`src/rtl/imem_loader.sv`:
```
// Boot loader: length-prefixed big-endian 16-bit word stream -> instruction memory writes; holds CPU in reset until loaded.
// Latency: imem_we one cycle after the DATA_LO byte handshake; cpu_rst rises one cycle after entering DONE.
// Backpressure: in_ready is registered, high while loading and low in DONE/ERR; nothing advances without in_valid & in_ready.
// Optional checksum trailer byte is enabled by defining IMEM_LOADER_CHECKSUM_EN.
module imem_loader #(
    parameter int IMEM_DEPTH = 512,
    parameter int ADDR_W     = 9
) (
    input  logic              clk,
    input  logic              rst,
    input  logic [7:0]        in_data,
    input  logic              in_valid,
    output logic              in_ready,
    output logic              imem_we,
    output logic [ADDR_W-1:0] imem_addr,
    output logic [15:0]       imem_wdata,
    output logic              cpu_rst,
    output logic              done,
    output logic              error
);

    localparam logic [2:0] LEN_HI  = 3'd0;
    localparam logic [2:0] LEN_LO  = 3'd1;
    localparam logic [2:0] DATA_HI = 3'd2;
    localparam logic [2:0] DATA_LO = 3'd3;
`ifdef IMEM_LOADER_CHECKSUM_EN
    localparam logic [2:0] CHK     = 3'd4;
`endif
    localparam logic [2:0] DONE    = 3'd5;
    localparam logic [2:0] ERR     = 3'd6;

    localparam logic [15:0]     DEPTH16 = 16'(IMEM_DEPTH);
    localparam logic [ADDR_W:0] ONE     = (ADDR_W+1)'(1);

    logic [2:0]        state;
    logic [2:0]        state_nxt;
    logic [7:0]        len_hi;
    logic [7:0]        hi_byte;
    // One bit wider than the address so a full-depth image needs no wrap.
    logic [ADDR_W:0]   k;
    logic [ADDR_W:0]   last_k;
    logic              hs;
    logic [15:0]       n_val;
    logic              len_bad;
    logic              last_word;
`ifdef IMEM_LOADER_CHECKSUM_EN
    logic [7:0]        csum;
`endif

    assign hs        = in_valid & in_ready;
    assign n_val     = {len_hi, in_data};
    assign len_bad   = (n_val == 16'd0) || (n_val > DEPTH16);
    assign last_word = (k == last_k);

    // Next-state decode; every transition is gated by a byte handshake.
    always_comb begin
        state_nxt = state;
        if (hs) begin
            case (state)
                LEN_HI:  state_nxt = LEN_LO;
                LEN_LO:  state_nxt = len_bad ? ERR : DATA_HI;
                DATA_HI: state_nxt = DATA_LO;
`ifdef IMEM_LOADER_CHECKSUM_EN
                DATA_LO: state_nxt = last_word ? CHK : DATA_HI;
                CHK:     state_nxt = (in_data == csum) ? DONE : ERR;
`else
                DATA_LO: state_nxt = last_word ? DONE : DATA_HI;
`endif
                default: state_nxt = state;
            endcase
        end
    end

    // FSM state, captured length/high byte and word index.
    always_ff @(posedge clk or negedge rst) begin
        if (!rst) begin
            state   <= LEN_HI;
            len_hi  <= 8'd0;
            hi_byte <= 8'd0;
            k       <= '0;
            last_k  <= '0;
        end else begin
            state <= state_nxt;
            if (hs && state == LEN_HI) len_hi <= in_data;
            if (hs && state == LEN_LO) begin
                k      <= '0;
                last_k <= (ADDR_W+1)'(n_val) - ONE;
            end
            if (hs && state == DATA_HI) hi_byte <= in_data;
            if (hs && state == DATA_LO && !last_word) k <= k + ONE;
        end
    end

`ifdef IMEM_LOADER_CHECKSUM_EN
    // Running XOR over data bytes only; length bytes are excluded.
    always_ff @(posedge clk or negedge rst) begin
        if (!rst) begin
            csum <= 8'd0;
        end else if (hs && (state == DATA_HI || state == DATA_LO)) begin
            csum <= csum ^ in_data;
        end
    end
`endif

    // Memory write port: one-cycle strobe after each completed word.
    always_ff @(posedge clk or negedge rst) begin
        if (!rst) begin
            imem_we    <= 1'b0;
            imem_addr  <= '0;
            imem_wdata <= 16'd0;
        end else begin
            imem_we <= hs && (state == DATA_LO);
            if (hs && state == DATA_LO) begin
                imem_addr  <= k[ADDR_W-1:0];
                imem_wdata <= {hi_byte, in_data};
            end
        end
    end

    // Status outputs: ready/done/error follow the next state so they switch on the
    // entry edge; cpu_rst follows the current state, one cycle after DONE entry.
    always_ff @(posedge clk or negedge rst) begin
        if (!rst) begin
            in_ready <= 1'b0;
            done     <= 1'b0;
            error    <= 1'b0;
            cpu_rst  <= 1'b0;
        end else begin
            in_ready <= (state_nxt != DONE) && (state_nxt != ERR);
            done     <= (state_nxt == DONE);
            error    <= (state_nxt == ERR);
            cpu_rst  <= (state == DONE);
        end
    end

endmodule

```
`config.mk`:
```
export PLATFORM = sky130hd
export DESIGN_NAME = imem_loader
export DESIGN_NICKNAME = d
export VERILOG_FILES = /design/src/rtl/imem_loader.sv
export SDC_FILE = /design/constraint.sdc
export NUM_CORES = 1
export LEC_CHECK = 0
export ABC_AREA = 1
export CAP_MARGIN = 0
export CELL_PAD_IN_SITES_DETAIL_PLACEMENT = 1
export CELL_PAD_IN_SITES_GLOBAL_PLACEMENT = 2
export CORE_AREA = 2 2 105 107
export CTS_CLUSTER_DIAMETER = 30
export DETAILED_ROUTE_END_ITERATION = 10
export DIE_AREA = 0 0 107 109
export GPL_TIMING_DRIVEN = 0
export PLACE_DENSITY = 0.76
export SLEW_MARGIN = 20
export SYNTH_ARGS = -nofsm -noshare
export SYNTH_HDL_FRONTEND = slang
export SYNTH_SLANG_ARGS = --single-unit
export TNS_END_PERCENT = 100
```
`constraint.sdc`:
```
create_clock -name clk -period 3.97 [get_ports clk]
set_input_delay 0.794 -clock clk [delete_from_list [all_inputs] [get_ports clk]]
set_output_delay 0.794 -clock clk [all_outputs]
set_load 0.05 [all_outputs]
```
Word level (Yosys, flattened, before mapping). Index checks and enable logic that the tools add are counted.

Logic and storage cells: 42. Bits of input ports: 11. Output and inout port bits: 30. Bits in registers: 69.

Mux-type cells: 6. Bitwise logic cells: 1. Reductions and logical operators: 11. Add/subtract/negate cells: 2. $lt $le $gt $ge: 1. Eq/ne operators: 9.

Operators by type and width (number): two-way mux 10 bit (2); > comparator 16 x 10 -> 1 bit, second input constant (1); zero test 16 bit (1); one-hot mux 3 bit (4 select lines) (1); adder 10 x 1 -> 10 bit, second input constant (1); equality test 10 bit (1); subtractor 10 x 1 -> 10 bit, second input constant (1); equality test 3 bit, second input constant (3); two-way mux 3 bit (3); equality test 3 x 2 -> 1 bit, second input constant (2); logical AND 1 bit (6); inequality test 3 bit, second input constant (2); equality test 3 x 1 -> 1 bit, second input constant (1); zero test 3 bit (1); nonzero test 2 bit (1); AND 1 bit (1); zero test 1 bit (1); logical OR 1 bit (1).

Depth between registers and ports, before layout. Gate-level depths: netlist (run 1).

Depth in word-level cells: 7. Mapped depth: 12. Depth with buffers taken out: 12.

Worst setup path after synthesis (run 1). Ideal clock, no wire load.

Kind: input to register. Start: input in_data[0]. End: register in_ready. Setup time: 0.069 ns. Required time: 3.901 ns. Stages: 12. Path buffers: 0. Arrival: 1.853 ns. Setup slack: 2.048 ns. Cells stage by stage: inv_1 > ha_1 > nand2_1 > nor2_1 > nand2_1 > nand2_1 > nand3_1 > nand2_1 > nand2_1 > nor2_1 > nor2_4 > nor2_2.

Cells in the longest elaborated chain, start to end: 7.

RTL lines: start: declaration (line 11) `input logic [7:0] in_data,`; > comparator 16 x 10 -> 1 bit or zero test 16 bit (tied branches) (line 52) `assign len_bad = (n_val == 16'd0) || (n_val > DEPTH16);`; logical OR 1 bit * (line 52); two-way mux 3 bit * (line 61) `LEN_LO: state_nxt = len_bad ? ERR : DATA_HI;`; one-hot mux 3 bit (4 select lines) * (line 59) `case (state)`; two-way mux 3 bit * (line 58) `if (hs) begin`; inequality test 3 bit (line 129) `in_ready <= (state_nxt != DONE) && (state_nxt != ERR);`; logical AND 1 bit * (line 129); end signal: assignment (line 129); end: declaration (line 13) `output logic in_ready,`.

Mark *: on every way between the ends. The rest lies on a longest branch, timed or not. A chain may end at the register's enable or synchronous reset.

Worst setup path after layout (run 1).
Start: register imem_wdata[7]. End: output imem_wdata[7].

RTL lines: start: declaration (line 16) `output logic [15:0] imem_wdata,`; start signal: assignment (line 115) `imem_wdata <= {hi_byte, in_data};`.

No word-level cell between the ends.

==> results.sh, run 1 <==
export IMPL_grt_pass1_wl_um=12900
export IMPL_die_w_um=107
export IMPL_worstPathMaxFanout=2
export IMPL_ant_nets=0
export IMPL_vdd_ir_drop_max_v=0.000134
export IMPL_p_leak_nw=1.80
export IMPL_ys_seq_area_frac=0.559
export IMPL_grt_pass1_vias=2665
export IMPL_path_buf_inv=1
export IMPL_slowest_stage="clkdlybuf4s50_1"
export IMPL_fin_area_sq_um=3870
export IMPL_clk_pin_slew_worst_paths_ns=0.08
export IMPL_hold_viol=0
export IMPL_grt_max_degree=41
export IMPL_track_usage=0.144
export IMPL_diodes=0
export IMPL_cts_tree="done"
export IMPL_wl_per_cell_um=14.0
export IMPL_cts_max_level=3
export IMPL_via_count=2465
export IMPL_die_area_sq_um=11700
export IMPL_fp_dieH_um=109
export IMPL_worst_slew_pin_transition_ns=0.566
export IMPL_clk_latency_ns=0.36
export IMPL_critPathTopFamily="buffers and inverters"
export IMPL_synth_top_area_cell="dfrtp_1"
export IMPL_syn_mean_instance_area_sq_um=8.83
export IMPL_clock_skew_final_ns=0.00800
export IMPL_holdBufCountCts=0
export IMPL_postPlaceCellArea_sq_um=3680
export IMPL_slew_violations=0
export IMPL_synth_seq_cells=69
export IMPL_drc=0
export IMPL_maxCapViolations=0
export IMPL_arrival_ns=1.53
export IMPL_vias_per_cell=4.51
export IMPL_num_rows=38
export IMPL_grt_setup_unrepaired="false"
export IMPL_crit_type="flop to primary output"
export IMPL_cp_start_kind="flop"
export IMPL_ys_flop_type="dfrtp_1"
export IMPL_first_pass_iters=4
export IMPL_netlist_area_sq_um=3090
export IMPL_root_buffer="clkbuf_8"
export IMPL_yosysUniqueCellTypes=28
export IMPL_hold_slack_ns=0.365
export IMPL_routed_wl_um=7680
export IMPL_synth_edff_count=0
export IMPL_instances_no_fill=547
export IMPL_yosys_warnings=0
export IMPL_syn_nets=364
export IMPL_numCtsBuffers=9
export IMPL_nets=416
export IMPL_cts_resized=0
export IMPL_cpPeakStageDelay_ns=0.81
export IMPL_antenna_found_initial=0
export IMPL_place_congestion=0.796
export IMPL_max_freq_mhz=430
export IMPL_hold_path_class="input pin to async pin"
export IMPL_outcome="finished clean"
export IMPL_initial_core_util=0.291
export IMPL_io_pins=41
export IMPL_path_cells="clkdlybuf4s50_1"
export IMPL_period_minus_slack_ns=2.33
export IMPL_finalSetupViolCount=0
export IMPL_async_flop_share=1.00
export IMPL_cts_sinks=69
export IMPL_max_slew_margin=0.619
export IMPL_clockBufferDepth=2
export IMPL_overflow=0
export IMPL_dr_first_iter_drc_count=117
export IMPL_synthTopCellsByArea="dfrtp_1 (56%), nand2_1 (13%), o21ai_0 (7.3%)"
export IMPL_setup_worst_path_end_class="primary output"
export IMPL_drive_gt1_frac=0.0934
export IMPL_areaGrowthSynthToFinish_pct=25.4
export IMPL_io_buffers=40
export IMPL_place_inst=531
export IMPL_netlist_instances=350
export IMPL_dp_hpwl_um=5720
export IMPL_cts_setup_buffers=0
export IMPL_required_ns=3.18
export IMPL_powerDensity_nw_per_um2=341
export IMPL_period_share=0.586
export IMPL_fp_coreArea_sq_um=10600
export IMPL_synth_top_cell_area_share=0.559
==> area by class of cell <==
type	count	area, sq um
buffer	9	40.0
clock buffer	10	128
clock inverter	6	63.8
fill	1254	6730
inverter	37	139
multi-input combinational	235	1180
sequential	69	1730
tap	140	175
timing repair buffer	41	418
==> cell usage in the layout, fill, tap and decap left out <==
| cell type | instances |
|---|---|
| o21ai_0 | 45 |
| inv_1 | 33 |
| nand2_4 | 1 |
| or2_2 | 1 |
| dfrtp_1 | 69 |
| o21ai_2 | 1 |
| xnor2_1 | 5 |
| buf_4 | 2 |
| nand3_4 | 1 |
| nor4_1 | 1 |
| clkinv_2 | 2 |
| clkinvlp_4 | 2 |
| clkbuf_1 | 7 |
| xor2_1 | 13 |
| nand3_2 | 1 |
| nand3_1 | 14 |
| buf_2 | 2 |
| nor2_2 | 3 |
| inv_2 | 4 |
| o22ai_2 | 1 |
| ha_1 | 3 |
| o22ai_1 | 3 |
| nand2_2 | 2 |
| nor2_4 | 2 |
| buf_12 | 1 |
| nor2_1 | 16 |
| clkdlybuf4s50_1 | 39 |
| o21ai_1 | 4 |
| a21oi_4 | 1 |
| clkbuf_8 | 9 |
| nand2_1 | 110 |
| nor3_1 | 4 |
| clkinv_4 | 1 |
| nand4_1 | 3 |
| bufinv_16 | 1 |
==> path summary, 6_finish.rpt <==
kind,from,endpoint,slack (ns),cells after the start
max in group asynchronous,rst,len_hi[2],3.05,2
max reg2reg,in_ready,imem_wdata[0],2.26,7
max,imem_wdata[7],imem_wdata[7],1.64,1
min reg2reg,imem_wdata[10],imem_wdata[10],0.47,2
min in group clk,imem_wdata[10],imem_wdata[10],0.47,2
min,rst,done,0.37,1
==> power by group <==
part | internal (mW) | switching [mW] | total [mW]
sequential | 0.702 | 0 | 0.702
combinational | 0.0146 | 0.0293 | 0.0439
clock | 0.289 | 0.286 | 0.575
total | 1.01 | 0.316 | 1.32
==> metrics by stage <==
stage                     power [mW]   util  worst slack [ns]  setup TNS (ns)
final                           1.32  0.365              1.64               0
after global routing            1.37  0.365              1.45               0
after CTS                       1.34  0.365              1.61               0
after detailed placement       0.762  0.347              1.29               0
after global placement         0.760  0.346            -0.439          -29.92
after floorplan                0.728      -              2.05               0
==> flip-flops by register name, summed over array words and instances (netlist names) <==
signal      count
hi_byte         8
cpu_rst         1
imem_we         1
last_k         10
k              10
state           3
done            1
in_ready        1
len_hi          8
imem_addr       9
error           1
imem_wdata     16
==> cells in the mapped netlist, drive strengths merged (4+ instances only) <==
cell	number
nor2	21
xor2	13
o22ai	4
dfrtp	69
o21ai	50
xnor2	5
nand2	113
nand3	16
nor3	4
inv	37
clkbuf	6
==> metal layers <==
layer / vias up / routed length [um] / global-route usage
met3: 14 / 195 / 0.0329
met2: 39 / 3700 / 0.234
li1: 1212 / - / -
met5: - / 0 / 0
met1: 1200 / 3620 / 0.182
met4: 0 / 164 / 0.0686
==> cells by family (layout without fill, tap and decap cells) <==
logic type	count (synthesis)	in the layout	synth area share
and+or+nand+nor	159	159	0.222
DFF	69	69	0.559
AOI/OAI and AO/OA	55	55	0.0976
buffers and inverters	46	103	0.0579
xor gates and xnor gates	18	18	0.0510
adders and majority gates	3	3	0.0122
Note: power is estimated with default switching activity, not from simulation.
==> run 2, diff against run 1 <==
PLACE_DENSITY = 0.79   (was 0.76)
clock period = 1.9 ns   (was 3.97 ns; I/O delays follow)
==> run 2 against run 1 <==
Against the previous run: count of clock-buffer cells in the layout up 3; highest routed layer unchanged; non-clock buffer count increased by 4; via count increased by 1.2%; largest power group unchanged; sequential share of layout area fell by 0.62 points; sequential power grew 110%.
==> results.sh, run 2 (same netlist as run 1, synthesis figures left out) <==
export IMPL_clk_pin_slew_worst_paths_ns=0.08
export IMPL_dr_first_iter_drc_count=86
export IMPL_crit_type="flop to primary output"
export IMPL_largest_register_ffs=16
export IMPL_first_pass_iters=4
export IMPL_initial_core_util=0.291
export IMPL_arrival_ns=1.47
export IMPL_cp_start_kind="flop"
export IMPL_pwr_share_seq=0.533
export IMPL_met1_usage=0.193
export IMPL_powerDensity_nw_per_um2=700
export IMPL_p_sw_mw=0.635
export IMPL_die_w_um=107
export IMPL_finalSetupViolCount=0
export IMPL_grt_busiest_layer="met2"
export IMPL_internal_power_mw=2.12
export IMPL_grt_setup_unrepaired="false"
export IMPL_instances_no_fill=551
export IMPL_worst_slew_pin_transition_ns=0.586
export IMPL_diodes=0
export IMPL_routed_wl_um=7980
export IMPL_final_common_cell="nand2_1"
export IMPL_vias_per_cell=4.53
export IMPL_drc=0
export IMPL_vdd_ir_drop_max_v=0.000270
export IMPL_path_buf_inv=1
export IMPL_cpPeakStageDelay_ns=0.79
export IMPL_combinationalPowerShare=0.038
export IMPL_fp_coreArea_sq_um=10600
export IMPL_hold_path_class="flop to flop"
export IMPL_track_usage=0.149
export IMPL_dp_slack_ns=-0.458
export IMPL_grt_max_degree=37
export IMPL_root_buffer="clkbuf_8"
export IMPL_largest_registers="imem_wdata: 16 flops, k: 10 flops, last_k: 10 flops"
export IMPL_worstPathMaxFanout=1
export IMPL_ant_nets=0
export IMPL_place_inst=531
export IMPL_fp_dieH_um=109
export IMPL_io_pins=41
export IMPL_max_slew_margin=0.606
export IMPL_grt_pass1_wl_um=13200
export IMPL_grtUsageMet2=0.240
export IMPL_critPathTopFamily="buffers and inverters"
export IMPL_maxCapViolations=0
export IMPL_cts_max_level=3
export IMPL_die_area_sq_um=11700
export IMPL_outcome="finished clean"
export IMPL_layout_setup_ws_ns=0.0507
export IMPL_grtUsageMet3=0.0323
export IMPL_via_count=2495
export IMPL_hold_viol=0
export IMPL_setup_worst_path_end_class="primary output"
export IMPL_clk_latency_ns=0.35
export IMPL_max_freq_mhz=541
export IMPL_path_cells="clkdlybuf4s50_1"
export IMPL_io_buffers=40
export IMPL_p_leak_nw=2.04
export IMPL_num_rows=38
export IMPL_layout_common_cells="nand2_1 (109), dfrtp_1 (69), o21ai_0 (45)"
export IMPL_clkPwrFrac=0.428
export IMPL_wl_per_cell_um=14.5
export IMPL_antenna_found_initial=0
export IMPL_regMostFlops="imem_wdata"
export IMPL_nets=420
export IMPL_cts_sinks=69
export IMPL_areaGrowthSynthToFinish_pct=27.2
export IMPL_period_share=0.973
export IMPL_slowest_stage="clkdlybuf4s50_1"
export IMPL_required_ns=1.52
export IMPL_period_minus_slack_ns=1.85
export IMPL_place_congestion=0.783
export IMPL_dp_hpwl_um=5780
export IMPL_clock_skew_final_ns=0.0117
export IMPL_cts_tree="done"
export IMPL_clockBufferDepth=2
export IMPL_numCtsBuffers=9
export IMPL_slew_violations=0
export IMPL_overflow=0
export IMPL_power_total_mw=2.75
export IMPL_drive_gt1_frac=0.139
export IMPL_grt_pass1_vias=2609
export IMPL_p_sw_frac=0.231
run 2: metal layers:
| layer | part of all wire | routed length (um) |
|---|---|---|
| met5 | 0 | 0 |
| met4 | 0.019 | 151 |
| met2 | 0.48 | 3820 |
| met3 | 0.028 | 222 |
| met1 | 0.47 | 3790 |
run 2: final cells by class:
type                            instances  area [sq um]
Clock buffer                           13           179
Tap cell                              140           175
Fill cell                            1261          6670
Multi-Input combinational cell        235          1210
Buffer                                  9          45.0
Inverter                               37           141
Clock inverter                          3          17.5
Sequential cell                        69          1730
Timing Repair Buffer                   45           438
run 2: metrics by stage:
step | TNS [ns] | hold WS [ns] | area [sq um] | utilization
2_1_floorplan | 0 | 0.0844 | 3090 | -
3_3_place_gp | -149.25 | 0.459 | 3660 | 0.346
3_5_place_dp | -14.55 | 0.379 | 3680 | 0.347
4_1_cts | 0 | 0.481 | 3860 | 0.365
5_1_grt | 0 | 0.509 | 3930 | 0.371
6_report | 0 | 0.471 | 3930 | 0.371
run 2: worst paths after layout:
check,from,endpoint,slack (ns),cells past startpoint
worst max-delay path,done,done,0.05,1
max in group asynchronous,rst,len_hi[2],0.82,3
worst min register to register,imem_wdata[8],imem_wdata[8],0.47,2
min in group asynchronous,rst,k[9],0.53,2
worst max register to register,k[0],k[9],0.22,5
worst min-delay path,imem_wdata[8],imem_wdata[8],0.47,2
run 2: timing repair:
action | 4_1_cts | 5_1_grt
resized for setup | 25 | 24
hold endpoints to repair | 27 | 0
hold buffers | 1 | 0
setup endpoints to repair | 35 | 42
setup buffers | 0 | 3
run 2: power groups by stage:
stage / clock, mW / sequential, mW / combinational (mW)
finish: 1.18 / 1.47 / 0.106
global route: 1.29 / 1.47 / 0.120
CTS: 1.22 / 1.47 / 0.101
detailed placement: 0 / 1.50 / 0.0990
global placement: 0 / 1.50 / 0.0923
floorplan: 0 / 1.50 / 0.0243
==> run 3, diff against run 2 <==
CELL_PAD_IN_SITES_DETAIL_PLACEMENT = unset   (was 1)
CELL_PAD_IN_SITES_GLOBAL_PLACEMENT = unset   (was 2)
PLACE_DENSITY = 0.55   (was 0.79)
REMOVE_ABC_BUFFERS = 1   (was unset)
==> run 3 against run 2 <==
Against the previous run: via count down 1.5%; combinational power down 9%; utilization up 0.70 points; sequential power about the same; largest cell class unchanged; final cell count up 0.18%; clock power down 14%; wire length down 6.2%; die area unchanged; worst hold slack worse by 0.0048 ns; global-route usage down 1.1 points; register-to-register slack better by 0.03 ns; clock skew down 0.0019 ns.
==> results.sh, run 3 (same netlist as run 1, synthesis figures left out) <==
export IMPL_outcome="finished clean"
export IMPL_largest_register_ffs=16
export IMPL_overflow=0
export IMPL_fin_util=0.378
export IMPL_track_usage=0.138
export IMPL_clock_skew_final_ns=0.00979
export IMPL_slew_violations=0
export IMPL_crit_type="flop to primary output"
export IMPL_clk_pin_slew_worst_paths_ns=0.07
export IMPL_path_cells="clkdlybuf4s50_1"
export IMPL_num_rows=38
export IMPL_layout_common_cells="nand2_1 (110), dfrtp_1 (69), o21ai_0 (45)"
export IMPL_cpPeakStageDelay_ns=0.80
export IMPL_grt_pass1_wl_um=12300
export IMPL_largest_registers="imem_wdata: 16 flops, k: 10 flops, last_k: 10 flops"
export IMPL_hold_viol=0
export IMPL_slowest_stage="clkdlybuf4s50_1"
export IMPL_initial_core_util=0.291
export IMPL_worstPathMaxFanout=2
export IMPL_die_area_sq_um=11700
export IMPL_setup_worst_path_end_class="primary output"
export IMPL_register_area_sq_um=1730
export IMPL_place_inst=522
export IMPL_antenna_found_initial=0
export IMPL_p_sw_mw=0.610
export IMPL_via_count=2458
export IMPL_p_sw_frac=0.237
export IMPL_p_leak_nw=2.24
export IMPL_root_buffer="clkbuf_8"
export IMPL_die_w_um=107
export IMPL_internal_power_mw=1.97
export IMPL_pwr_share_seq=0.570
export IMPL_worst_slew_pin_transition_ns=0.547
export IMPL_fin_tns_setup_ns=0
export IMPL_regMostFlops="imem_wdata"
export IMPL_combinationalPowerShare=0.037
export IMPL_grt_setup_unrepaired="true"
export IMPL_clkPwrFrac=0.393
export IMPL_first_pass_iters=4
export IMPL_hold_path_class="flop to flop"
export IMPL_clk_latency_ns=0.34
export IMPL_nets=421
export IMPL_multi_input_area_sq_um=1210
export IMPL_dp_hpwl_um=4670
export IMPL_period_share=0.978
export IMPL_io_pins=41
export IMPL_required_ns=1.52
export IMPL_cp_start_kind="flop"
export IMPL_max_freq_mhz=538
export IMPL_vdd_ir_drop_max_v=0.000295
export IMPL_areaGrowthSynthToFinish_pct=29.6
export IMPL_routed_wl_um=7490
export IMPL_clockBufferDepth=2
export IMPL_fp_coreArea_sq_um=10600
export IMPL_layout_setup_ws_ns=0.0416
export IMPL_grt_pass1_vias=2537
export IMPL_dp_slack_ns=-1.01
export IMPL_ant_nets=0
export IMPL_cts_sinks=69
export IMPL_drc=0
export IMPL_drive_gt1_frac=0.133
export IMPL_powerDensity_nw_per_um2=644
export IMPL_period_minus_slack_ns=1.86
export IMPL_path_buf_inv=1
export IMPL_final_common_cell="nand2_1"
export IMPL_arrival_ns=1.48
export IMPL_wl_per_cell_um=13.6
export IMPL_critPathTopFamily="buffers and inverters"
export IMPL_grt_max_degree=46
export IMPL_finalSetupViolCount=0
export IMPL_diodes=0
export IMPL_instances_no_fill=552
export IMPL_max_slew_margin=0.634
export IMPL_cts_max_level=3
export IMPL_place_congestion=0.738
export IMPL_io_buffers=40
export IMPL_hold_slack_ns=0.466
export IMPL_fillerInstances=1101
export IMPL_maxCapViolations=0
export IMPL_dr_first_iter_drc_count=134
export IMPL_fp_dieH_um=109
export IMPL_numCtsBuffers=9
export IMPL_cts_tree="done"
export IMPL_vias_per_cell=4.45
==> run 3: cell types whose count changed in the layout (fill, tap and decap cells not counted), moves of 4 or more <==
cell / previous run / this run
buf_4: 5 / 9
clkbuf_8: 13 / 9
clkinvlp_4: 1 / 5
dlygate4sd2_1: 22 / 4
dlymetal6s2s_1: 6 / 21
==> run 3: worst paths after layout <==
path	slack, ns	cells after the start	to	startpoint
max	0.04	1	in_ready	in_ready
min reg2reg	0.47	2	imem_wdata[8]	imem_wdata[8]
max reg2reg	0.25	8	imem_wdata[6]	in_ready
max in group asynchronous	0.85	3	hi_byte[4]	rst
min	0.47	2	imem_wdata[8]	imem_wdata[8]
min in group asynchronous	0.49	2	imem_wdata[7]	rst
==> run 3: what timing repair did <==
action / 4_1_cts / 5_1_grt
hold buffers: 1 / 0
pin swaps: 1 / 0
cloned: 3 / 1
setup buffers: 6 / 3
setup endpoints to repair: 44 / 50
hold endpoints to repair: 24 / 0
resized for setup: 10 / 28
==> run 3: power groups by stage <==
stage	clock network [mW]	logic, mW	registers (mW)
after detailed placement	0	0.0962	1.50
after floorplan	0	0.0243	1.50
after global routing	1.11	0.108	1.47
after global placement	0	0.0875	1.50
after CTS	1.05	0.0982	1.47
final	1.01	0.0960	1.47
==> run 3: metrics by stage <==
stage | total power, mW | cell area (sq um)
5_1_grt | 2.68 | 4000
3_5_place_dp | 1.59 | 3650
6_report | 2.58 | 4000
4_1_cts | 2.61 | 3910
3_3_place_gp | 1.58 | 3620
2_1_floorplan | 1.52 | 3050
==> run 3: area by class of cell <==
type,instances,share of cell area
clock buffers,11,0.0328
inverters,37,0.0356
flip-flops and latches,69,0.431
clock inverters,5,0.00688
repair buffers,51,0.141
well taps,140,0.0438
multi-input cells,235,0.302
repair inverters,4,0.00688
==> run 3: metal layers <==
layer  global-route usage  wire length, um
met2                0.228             3530
met1                0.175             3530
met5                    0                0
met4               0.0584              132
met3               0.0305              287
==> run 3: worst min-delay path, stage by stage (launching register included) <==
cell and delay, ns:
dfrtp_1 0.34, nand2_1 0.05, nand2_1 0.04
